$ cat src/rtl/irrigation_scheduler_pkg.sv
// Shared types and constants for the irrigation scheduler.
package irrigation_pkg;

    typedef enum logic [1:0] {
        IDLE  = 2'd0,
        RUN   = 2'd1,
        ERROR = 2'd2
    } state_t;

    // Tank level encodings
    localparam logic [1:0] LVL_EMPTY = 2'b00;
    localparam logic [1:0] LVL_LOW   = 2'b01;
    localparam logic [1:0] LVL_OK    = 2'b10;
    localparam logic [1:0] LVL_FULL  = 2'b11;

    // Latched error causes
    localparam logic [1:0] ERR_EMPTY = 2'b01;
    localparam logic [1:0] ERR_FAULT = 2'b10;
    localparam logic [1:0] ERR_BOTH  = 2'b11;

endpackage

$ cat src/rtl/irrigation_scheduler_zone_timer.sv
// Per-zone watering timer: tick-driven down-counter plus the zone's valve register.
module zone_timer #(
    parameter int N_VALVES = 2,
    parameter int DUR_W    = 8
) (
    input  logic                clk,
    input  logic                reset,
    input  logic                load,
    input  logic                tick,
    input  logic                clear,
    input  logic [DUR_W-1:0]    dur,
    input  logic [N_VALVES-1:0] mask,
    output logic [N_VALVES-1:0] valve,
    output logic                active,
    output logic                last
);

    logic [DUR_W-1:0] cnt;

    // Clear beats load beats tick; the valves drop on the same edge the count reaches zero.
    always_ff @(posedge clk or posedge reset) begin
        if (reset) begin
            cnt   <= '0;
            valve <= '0;
        end else if (clear) begin
            cnt   <= '0;
            valve <= '0;
        end else if (load) begin
            cnt   <= (dur == '0) ? DUR_W'(1) : dur;
            valve <= mask;
        end else if (tick && cnt != '0) begin
            cnt <= cnt - DUR_W'(1);
            if (cnt == DUR_W'(1)) begin
                valve <= '0;
            end
        end
    end

    assign active = (cnt != '0);
    assign last   = (cnt == DUR_W'(1));

endmodule

$ cat src/rtl/irrigation_scheduler.sv
// N-zone irrigation scheduler: request pending, round-robin grants capped at MAX_ON, error latch.
module irrigation_scheduler #(
    parameter int N_ZONES  = 4,
    parameter int N_VALVES = 2,
    parameter int MAX_ON   = 2,
    parameter int DUR_W    = 8
) (
    input  logic                          clk,
    input  logic                          reset,
    input  logic                          tick,
    input  logic [N_ZONES*N_VALVES-1:0]   req,
    input  logic [DUR_W-1:0]              dur,
    input  logic [1:0]                    lvl,
    input  logic                          fault,
    input  logic                          err_clr,
    output logic [N_ZONES*N_VALVES-1:0]   valve,
    output logic                          busy,
    output logic                          err,
    output logic [1:0]                    err_code,
    output logic [$clog2(N_ZONES+1)-1:0]  active_cnt
);

    import irrigation_pkg::*;

    localparam int CW = $clog2(N_ZONES + 1);
    localparam int ZW = $clog2(N_ZONES);

    state_t                             state, state_nx;
    logic [ZW-1:0]                      rr_ptr, rr_nx;
    logic [N_ZONES-1:0]                 pend, pend_nx;
    logic [N_ZONES-1:0][N_VALVES-1:0]   pend_mask, mask_nx;
    logic [N_ZONES-1:0]                 active, last, closing, grant_oh;
    logic [CW-1:0]                      cnt_after, cnt_nx;
    logic                               lvl_empty, lvl_usable, err_cond, err_entry;
    int unsigned                        idx;

    for (genvar z = 0; z < N_ZONES; z++) begin : g_zone
        zone_timer #(
            .N_VALVES (N_VALVES),
            .DUR_W    (DUR_W)
        ) u_timer (
            .clk    (clk),
            .reset  (reset),
            .load   (grant_oh[z]),
            .tick   (tick),
            .clear  (err_entry),
            .dur    (dur),
            .mask   (pend_mask[z]),
            .valve  (valve[z*N_VALVES +: N_VALVES]),
            .active (active[z]),
            .last   (last[z])
        );
    end

    // Error detection, slot count after this cycle's closures, and round-robin grant pick.
    always_comb begin
        lvl_empty  = (lvl == LVL_EMPTY);
        lvl_usable = (lvl != LVL_EMPTY) && (lvl != LVL_LOW);
        err_cond   = fault || (lvl_empty && (|active || |pend));
        err_entry  = (state != ERROR) && err_cond;
        closing    = active & last & {N_ZONES{tick}};
        cnt_after  = '0;
        for (int unsigned i = 0; i < N_ZONES; i++) begin
            cnt_after = cnt_after + CW'(active[i] & ~closing[i]);
        end
        grant_oh = '0;
        rr_nx    = rr_ptr;
        idx      = 0;
        if (state == RUN && !err_entry && lvl_usable && int'(cnt_after) < MAX_ON) begin
            for (int unsigned i = 0; i < N_ZONES; i++) begin
                idx = (32'(rr_ptr) + i) % N_ZONES;
                if (grant_oh == '0 && pend[idx]) begin
                    grant_oh[idx] = 1'b1;
                    rr_nx         = ZW'((idx + 1) % N_ZONES);
                end
            end
        end
        cnt_nx = '0;
        if (!err_entry) begin
            for (int unsigned i = 0; i < N_ZONES; i++) begin
                cnt_nx = cnt_nx + CW'((active[i] & ~closing[i]) | grant_oh[i]);
            end
        end
    end

    // Pend bookkeeping: idle zones accumulate requested valves; grant or error entry wipes them.
    always_comb begin
        pend_nx = pend;
        mask_nx = pend_mask;
        for (int unsigned z = 0; z < N_ZONES; z++) begin
            if (state != ERROR && !active[z] && |req[z*N_VALVES +: N_VALVES]) begin
                pend_nx[z] = 1'b1;
                mask_nx[z] = pend_mask[z] | req[z*N_VALVES +: N_VALVES];
            end
            if (grant_oh[z]) begin
                pend_nx[z] = 1'b0;
                mask_nx[z] = '0;
            end
        end
        if (err_entry) begin
            pend_nx = '0;
            mask_nx = '0;
        end
    end

    // Next-state logic; leaving IDLE looks at pends being set this edge so grants start one cycle later.
    always_comb begin
        state_nx = state;
        case (state)
            IDLE: begin
                if (err_cond)      state_nx = ERROR;
                else if (|pend_nx) state_nx = RUN;
            end
            RUN: begin
                if (err_cond)                 state_nx = ERROR;
                else if (!(|active) && !(|pend)) state_nx = IDLE;
            end
            ERROR: begin
                if (err_clr && !lvl_empty && !fault) state_nx = IDLE;
            end
            default: state_nx = IDLE;
        endcase
    end

    // Control registers: state, arbiter pointer, pends, error cause and open-zone count.
    always_ff @(posedge clk or posedge reset) begin
        if (reset) begin
            state      <= IDLE;
            rr_ptr     <= '0;
            pend       <= '0;
            pend_mask  <= '0;
            err_code   <= '0;
            active_cnt <= '0;
        end else begin
            state      <= state_nx;
            rr_ptr     <= rr_nx;
            pend       <= pend_nx;
            pend_mask  <= mask_nx;
            active_cnt <= cnt_nx;
            if (err_entry) begin
                err_code <= (fault && lvl_empty) ? ERR_BOTH : (fault ? ERR_FAULT : ERR_EMPTY);
            end else if (state == ERROR && state_nx == IDLE) begin
                err_code <= '0;
            end
        end
    end

    assign busy = (state != IDLE);
    assign err  = (state == ERROR);

endmodule

$ cat config.mk
export PLATFORM = sky130hd
export DESIGN_NAME = irrigation_scheduler
export DESIGN_NICKNAME = d
export VERILOG_FILES = /design/src/rtl/irrigation_scheduler_pkg.sv /design/src/rtl/irrigation_scheduler_zone_timer.sv /design/src/rtl/irrigation_scheduler.sv
export SDC_FILE = /design/constraint.sdc
export NUM_CORES = 1
export LEC_CHECK = 0
export CELL_PAD_IN_SITES_DETAIL_PLACEMENT = 1
export CELL_PAD_IN_SITES_GLOBAL_PLACEMENT = 1
export CORE_ASPECT_RATIO = 1.2
export CORE_MARGIN = 2
export CORE_UTILIZATION = 40
export CTS_CLUSTER_DIAMETER = 60
export DETAILED_ROUTE_END_ITERATION = 8
export PLACE_DENSITY_LB_ADDON = 0.08
export SYNTH_ARGS = -nofsm -noshare
export SYNTH_HDL_FRONTEND = slang
export SYNTH_SLANG_ARGS = --single-unit
$ cat constraint.sdc
create_clock -name clk -period 6.45 [get_ports clk]
set_input_delay 0.9675 -clock clk [delete_from_list [all_inputs] [get_ports clk]]
set_output_delay 0.9675 -clock clk [all_outputs]
set_load 0.03 [all_outputs]
==> results of run 1 <==
## where the power goes
part | internal [W] | leakage [nW] | switching, W | total (W)
sequential | 0.000517 | 0.803 | 0.000138 | 0.000655
clock | 0.000346 | 0.152 | 0.000172 | 0.000518
combinational | 0.000392 | 1.09 | 0.000529 | 0.000920
total | 0.00125 | 2.05 | 0.000839 | 0.00209
## synthesized netlist by cell type, drive strengths merged (4+ instances only)
| cell type | number |
|---|---|
| o211ai | 6 |
| o31ai | 12 |
| and2 | 9 |
| or3 | 4 |
| inv | 27 |
| a31oi | 8 |
| mux4 | 4 |
| a21o | 4 |
| nand2 | 56 |
| ha | 20 |
| o21a | 5 |
| o21ai | 34 |
| xor2 | 12 |
| a21oi | 25 |
| nand3 | 34 |
| nor4 | 9 |
| or2 | 6 |
| buf | 14 |
| nor3 | 17 |
| xnor2 | 9 |
| dfrtp | 61 |
| nor2 | 37 |
## worst min-delay path, stage by stage, from the launching register on
cell and delay, ns:
dfrtp_1 0.34, nand2_1 0.05, o31ai_1 0.05
## through the flow
stage / power, W / hold WS (ns) / instances / setup slack (ns) / utilization, %
final: 0.00209 / 0.477 / 636 / 1.20 / 49.0
after detailed placement: 0.00158 / 0.467 / 621 / 0.855 / 45.8
after CTS: 0.00211 / 0.483 / 636 / 1.17 / 49.0
after floorplan: 0.00132 / 0.447 / 469 / 1.69 / -
after global placement: 0.00155 / 0.467 / 621 / 0.969 / 45.8
after global routing: 0.00227 / 0.514 / 636 / 0.984 / 49.0
## state kept, by name (all words and copies together), names as in the netlist
name and flops:
rr_ptr 2, pend 4, active_cnt 3, state 2, pend_mask 8, g_zone.u_timer.cnt 32
g_zone.u_timer.valve 8, err_code 2
## logic make-up (layout without fill, tap and decap cells)
kind of cell    Yosys count  after routing  synth area share [%]
mux                      10             10                  3.74
compound gates          119            119                  19.9
buf+inv                  44             85                  4.90
xor+xnor                 21             21                  4.47
fa+ha+maj                22             22                  7.06
simple gates            192            192                  22.7
flops                    61             61                  37.1
## placed cells by master, fill, tap and decap left out, drive strengths merged, types with 11 or more instances in the layout
master         instances
a21oi                 25
nor3                  17
nor2                  37
o21ai                 34
inv                   27
xor2                  12
dfrtp                 61
o31ai                 12
ha                    20
clkdlybuf4s50         37
clkbuf                11
nand2                 56
nand3                 34
## area by class of cell
cell class / count / area share [%]
inverters: 27 / 2.07
flip-flops and latches: 61 / 31.1
repair buffers: 43 / 8.47
clock buffers: 11 / 4.95
multi-input cells: 364 / 48.7
clock inverters: 4 / 1.48
well taps: 126 / 3.22
## path summary, 6_finish.rpt
kind	from	endpoint	slack, ns	depth (start not counted)
max	tick	active_cnt[1]	1.20	15
min	err_code[0]	err_code[0]	0.48	2
max reg2reg	g_zone[1].u_timer.cnt[4]	active_cnt[1]	2.03	13
min reg2reg	err_code[0]	err_code[0]	0.48	2
max in group asynchronous	reset	g_zone[1].u_timer.cnt[2]	4.72	3
min in group asynchronous	reset	g_zone[3].u_timer.cnt[3]	1.18	3
## routing by layer
layer	vias up	share of wire, %	routed length, um
met5	-	0	0
met4	0	0.92	109
met3	9	2.2	263
met2	40	51	6060
met1	1783	45	5370
li1	1762	-	-
==> results.md, run 1 <==
* M2 GR Usage at 39.7%
* Peak supply drop at 0.000154 V
* Critical Path Fanout Max at 22
* Synthesized Nets at 514
* Ant diodes at 0
* Final ANT Viol Nets at 0
* Area growth, synth to finish at 19.3%
* Layout Nets at 551
* Slowest cell on crit path: clkdlybuf4s50_1
* PwrDens at 427 nW/um^2
* MaxCap Viol Count at 0
* Routed length per instance at 18.6 um
* Vias at 3594
* Post-detail-place hpwl at 8.59 mm
* Synth area leaders: dfrtp_1 (37%), ha_1 (6.1%), nand2_1 (5.1%), nand3_1 (4.1%), o21ai_0 (3.8%)
* WL final at 11.8 mm
* First-pass GRT wire length at 19.3 mm
* Setup crit end kind: flop
* Core area at 10000 um^2
* Critical path class: in -> reg
* Final Skew at 0.00786 ns
* DR iter-0 viols at 170
* PostCTS Resize Cnt at 0
* Worst hold path class: reg -> reg
* Synthesized instance count at 469
* Mapped Area at 4110 um^2
* Met1 Usage GRT at 29.9%
* Hold-fix buffers, CTS at 0
* IO Pins at 38
* GRT busiest layer: met2
* Antenna violations before repair at 0
* Share of layout cells above drive strength 1 at 8.63%
* Area leader, netlist: dfrtp_1
* Leakage at 2.05 nW
* Syn Area/Cell at 8.76 um^2
* Clock tree buffer depth at 2
* # fillers at 1196
* Final Cycle Share at 81.3%
* Die Height at 115 um
* Setup Viol. Count Final at 0
* Post-synth EDFFs at 0
* CP required at 6.67 ns
* Clock sink total at 61
* Routability cong. at 0.839
* Drc violations at 0
* CTS H-Tree Depth at 3
* Final Max Slew Viols at 0
* Worst-Skew Late Latency at 0.33 ns
* Synth Flop Type: dfrtp_1
* Startpoint types: input port
* Met3 Use GR at 3.34%
* Share of the synthesized area in the top cell type at 37.1%
* Final instance area at 4900 um^2
* Max-slew headroom at 38.5%
* DIE AREA at 11100 um^2
* Drt first pass iters at 4
* Post-layout min period at 5.25 ns
* TritonCTS Buffers at 9
* Crit path DAT at 5.46 ns
* Fraction of registers with async set/reset at 100%
* CP Cell Sequence: clkdlybuf4s50_1 > inv_1 > or3_1 > or4_1 > nor4b_1 > a21o_1 > fa_1 > o2111ai_1 > a21oi_1 > buf_4 > nand2b_1 > fa_1 > ha_1 > ha_1 > and2_1
* GRT Overall Usage at 22.9%
* Number of synthesized register bits at 61
* Drt via density at 5.65
* Setup TNS at 0 ns
* Multi-input logic area at 2390 um^2
* Slew @ Worst Pin at 0.922 ns
* Die X at 96.5 um
* Number of post-CTS setup repair buffers at 0
* Maximum number of pins on one net before global-route repair at 62
* CTS tree: yes
* PortBufs at 37
* Seq/Total Area, Yosys at 37.1%
* Initial Util at 41.1%
* Post-DP Area at 4590 um^2
* Crit path largest cell delay at 0.48 ns
* CP top delay family: simple AND/OR/NAND/NOR gates
* Clock root cell: clkbuf_16
* Fmax achieved at 191 MHz
* Grt ovf at 0
* Sequential cell area at 1530 um^2
* RSZ-0062 raised after global routing: false
* Final hold violation count at 0
* Syn. warnings at 0
* Number of buffer and inverter stages on the critical path at 3
* Status: finished clean
* CTS clk-pin slew, worst paths at 0.05 ns
* Post-synthesis cell type count at 58
* Rows at 40
* Vias in the first global route at 3724
(Power assumes the default switching activity.)
==> inputs of run 2 (changes only) <==
- clock period: 6.45 -> 4.8 ns (I/O delays scaled with it)
==> results.md, run 2 (same netlist as run 1, synthesis figures left out) <==
* Startpoint types: input port
* Die X at 96.5 um
* Flop pwr share at 30.9%
* Final Max Slew Viols at 0
* Layout Nets at 557
* Status: finished clean
* Core area at 10000 um^2
* Clock sink total at 61
* DR iter-0 viols at 158
* Final instance area at 4960 um^2
* Peak supply drop at 0.000232 V
* PostCTS Resize Cnt at 0
* Critical path class: in -> reg
* RR Endpoint: active_cnt[1]
* R2R Path Start: g_zone[1].u_timer.cnt[4]
* Ant diodes at 0
* Final core occ at 49.6%
* PortBufs at 37
* Drt first pass iters at 4
* Initial Util at 41.1%
* Final Skew at 0.00365 ns
* Setup Viol. Count Final at 0
* MaxCap Viol Count at 0
* Logic pwr share at 44.1%
* Post-layout min period at 4.56 ns
* Post-DP Area at 4630 um^2
* Final hold violation count at 0
* Leakage at 2.09 nW
* Switch share at 40.4%
* Setup crit end kind: flop
* Fmax achieved at 219 MHz
* Slowest cell on crit path: clkdlybuf4s50_1
* Reg-to-reg slack, setup at 0.79 ns
* Slew @ Worst Pin at 0.957 ns
* Crit path largest cell delay at 0.48 ns
* Clock power share at 25.0%
* RSZ-0062 raised after global routing: false
* Vias in the first global route at 3994
* Max-slew headroom at 36.2%
* Drt via density at 5.82
* Most frequent cells in the layout: dfrtp_1 (61), nand2_1 (56), nor2_1 (37), clkdlybuf4s50_1 (37), nand3_1 (34)
* WHS Path Cells at 2
* Worst-Skew Late Latency at 0.33 ns
* Biggest regs: g_zone.u_timer.cnt (32), g_zone.u_timer.valve (8), pend_mask (8)
* Antenna violations before repair at 0
* Clock tree buffer depth at 2
* # fillers at 1191
* GRT Overall Usage at 24.3%
* Area growth, synth to finish at 20.8%
* Drc violations at 0
* Post-detail-place hpwl at 9.21 mm
* Clock root cell: clkbuf_16
* DIE AREA at 11100 um^2
* Most common cell after layout, fill and taps aside: dfrtp_1
* IO Pins at 38
* WHS Endpoint: g_zone[2].u_timer.valve[0]
* Share of layout cells above drive strength 1 at 10.1%
* Hold-fix buffers, CTS at 0
* PwrDens at 577 nW/um^2
* Critical Path Fanout Max at 4
* Final Cycle Share at 94.9%
* CTS H-Tree Depth at 3
* CP required at 5.02 ns
* Worst hold path class: reg -> reg
* Max FFs per register at 32
* CTS clk-pin slew, worst paths at 0.05 ns
* HP Start: g_zone[2].u_timer.valve[0]
* Crit path DAT at 4.77 ns
* Routed length per instance at 19.3 um
* CTS tree: yes
* R2R depth at 12
* First-pass GRT wire length at 20.5 mm
* Rows at 40
* Vias at 3741
* Reg with most FFs: g_zone.u_timer.cnt
* Final ANT Viol Nets at 0
* CP Cell Sequence: clkdlybuf4s50_1 > inv_1 > or3_1 > or4_1 > nor4b_2 > a21o_1 > fa_1 > o2111ai_1 > a21oi_1 > nand2b_1 > fa_1 > ha_1 > ha_1 > and2_1
* NetSw at 0.00116 W
* WL final at 12.4 mm
* Power Internal at 0.00171 W
* TritonCTS Buffers at 9
* Grt ovf at 0
* Maximum number of pins on one net before global-route repair at 62
* Number of post-CTS setup repair buffers at 0
* Routability cong. at 0.831
* Die Height at 115 um
run 2: cell types whose count changed in the layout (fill, tap and decap cells not counted), sizes merged:
cell,previous run,this run
clkinvlp,1,0
buf,6,12
clkbuf,11,12
clkinv,1,2
run 2: through the flow:
stage          std cells  power [W]  TNS [ns]  setup WS (ns)  hold slack (ns)
2_1_floorplan        469    0.00177         0          0.283            0.447
3_3_place_gp         627    0.00208   -0.0474        -0.0474            0.465
3_5_place_dp         627    0.00215    -0.407         -0.226            0.477
4_1_cts              643    0.00289         0          0.111            0.492
5_1_grt              643    0.00310         0        0.00121            0.508
6_report             643    0.00287         0          0.243            0.486
run 2: how the worst max path moves through the flow:
stage / cells past startpoint / to / start
global route: 14 / active_cnt[1] / tick
global placement: 14 / active_cnt[1] / tick
detailed placement: 14 / active_cnt[1] / tick
floorplan: 14 / active_cnt[1] / tick
finish: 14 / active_cnt[1] / tick
CTS: 14 / active_cnt[1] / tick
run 2: final cells by class:
class,count,area [um^2],share of cell area [%]
Multi-Input combinational cell,364,2390,48.2
Sequential cell,61,1530,30.7
Timing Repair Buffer,49,460,9.27
Clock buffer,12,256,5.17
Tap cell,126,158,3.18
Inverter,27,101,2.04
Clock inverter,4,70.1,1.41
run 2: worst max-delay path, delay by kind of cell:
family	cells	cell delay, ns
fa+ha+maj	4	1.36
compound gates	3	0.64
buf+inv	2	0.55
simple gates	5	1.51
run 2: power groups by stage:
stage / Combinational [W] / Sequential (W) / Clock [W]
floorplan: 0.000906 / 0.000864 / 0
detailed placement: 0.00126 / 0.000890 / 0
CTS: 0.00127 / 0.000885 / 0.000731
global placement: 0.00120 / 0.000880 / 0
global route: 0.00144 / 0.000916 / 0.000750
finish: 0.00127 / 0.000886 / 0.000716
run 2: per-layer routing:
layer	GRT usage, %	share of wire (%)	vias to the layer above
li1	-	-	1774
met1	29.6	44	1891
met2	43.3	52	56
met3	4.72	2.4	20
met4	6.85	1.7	0
met5	0	0	-
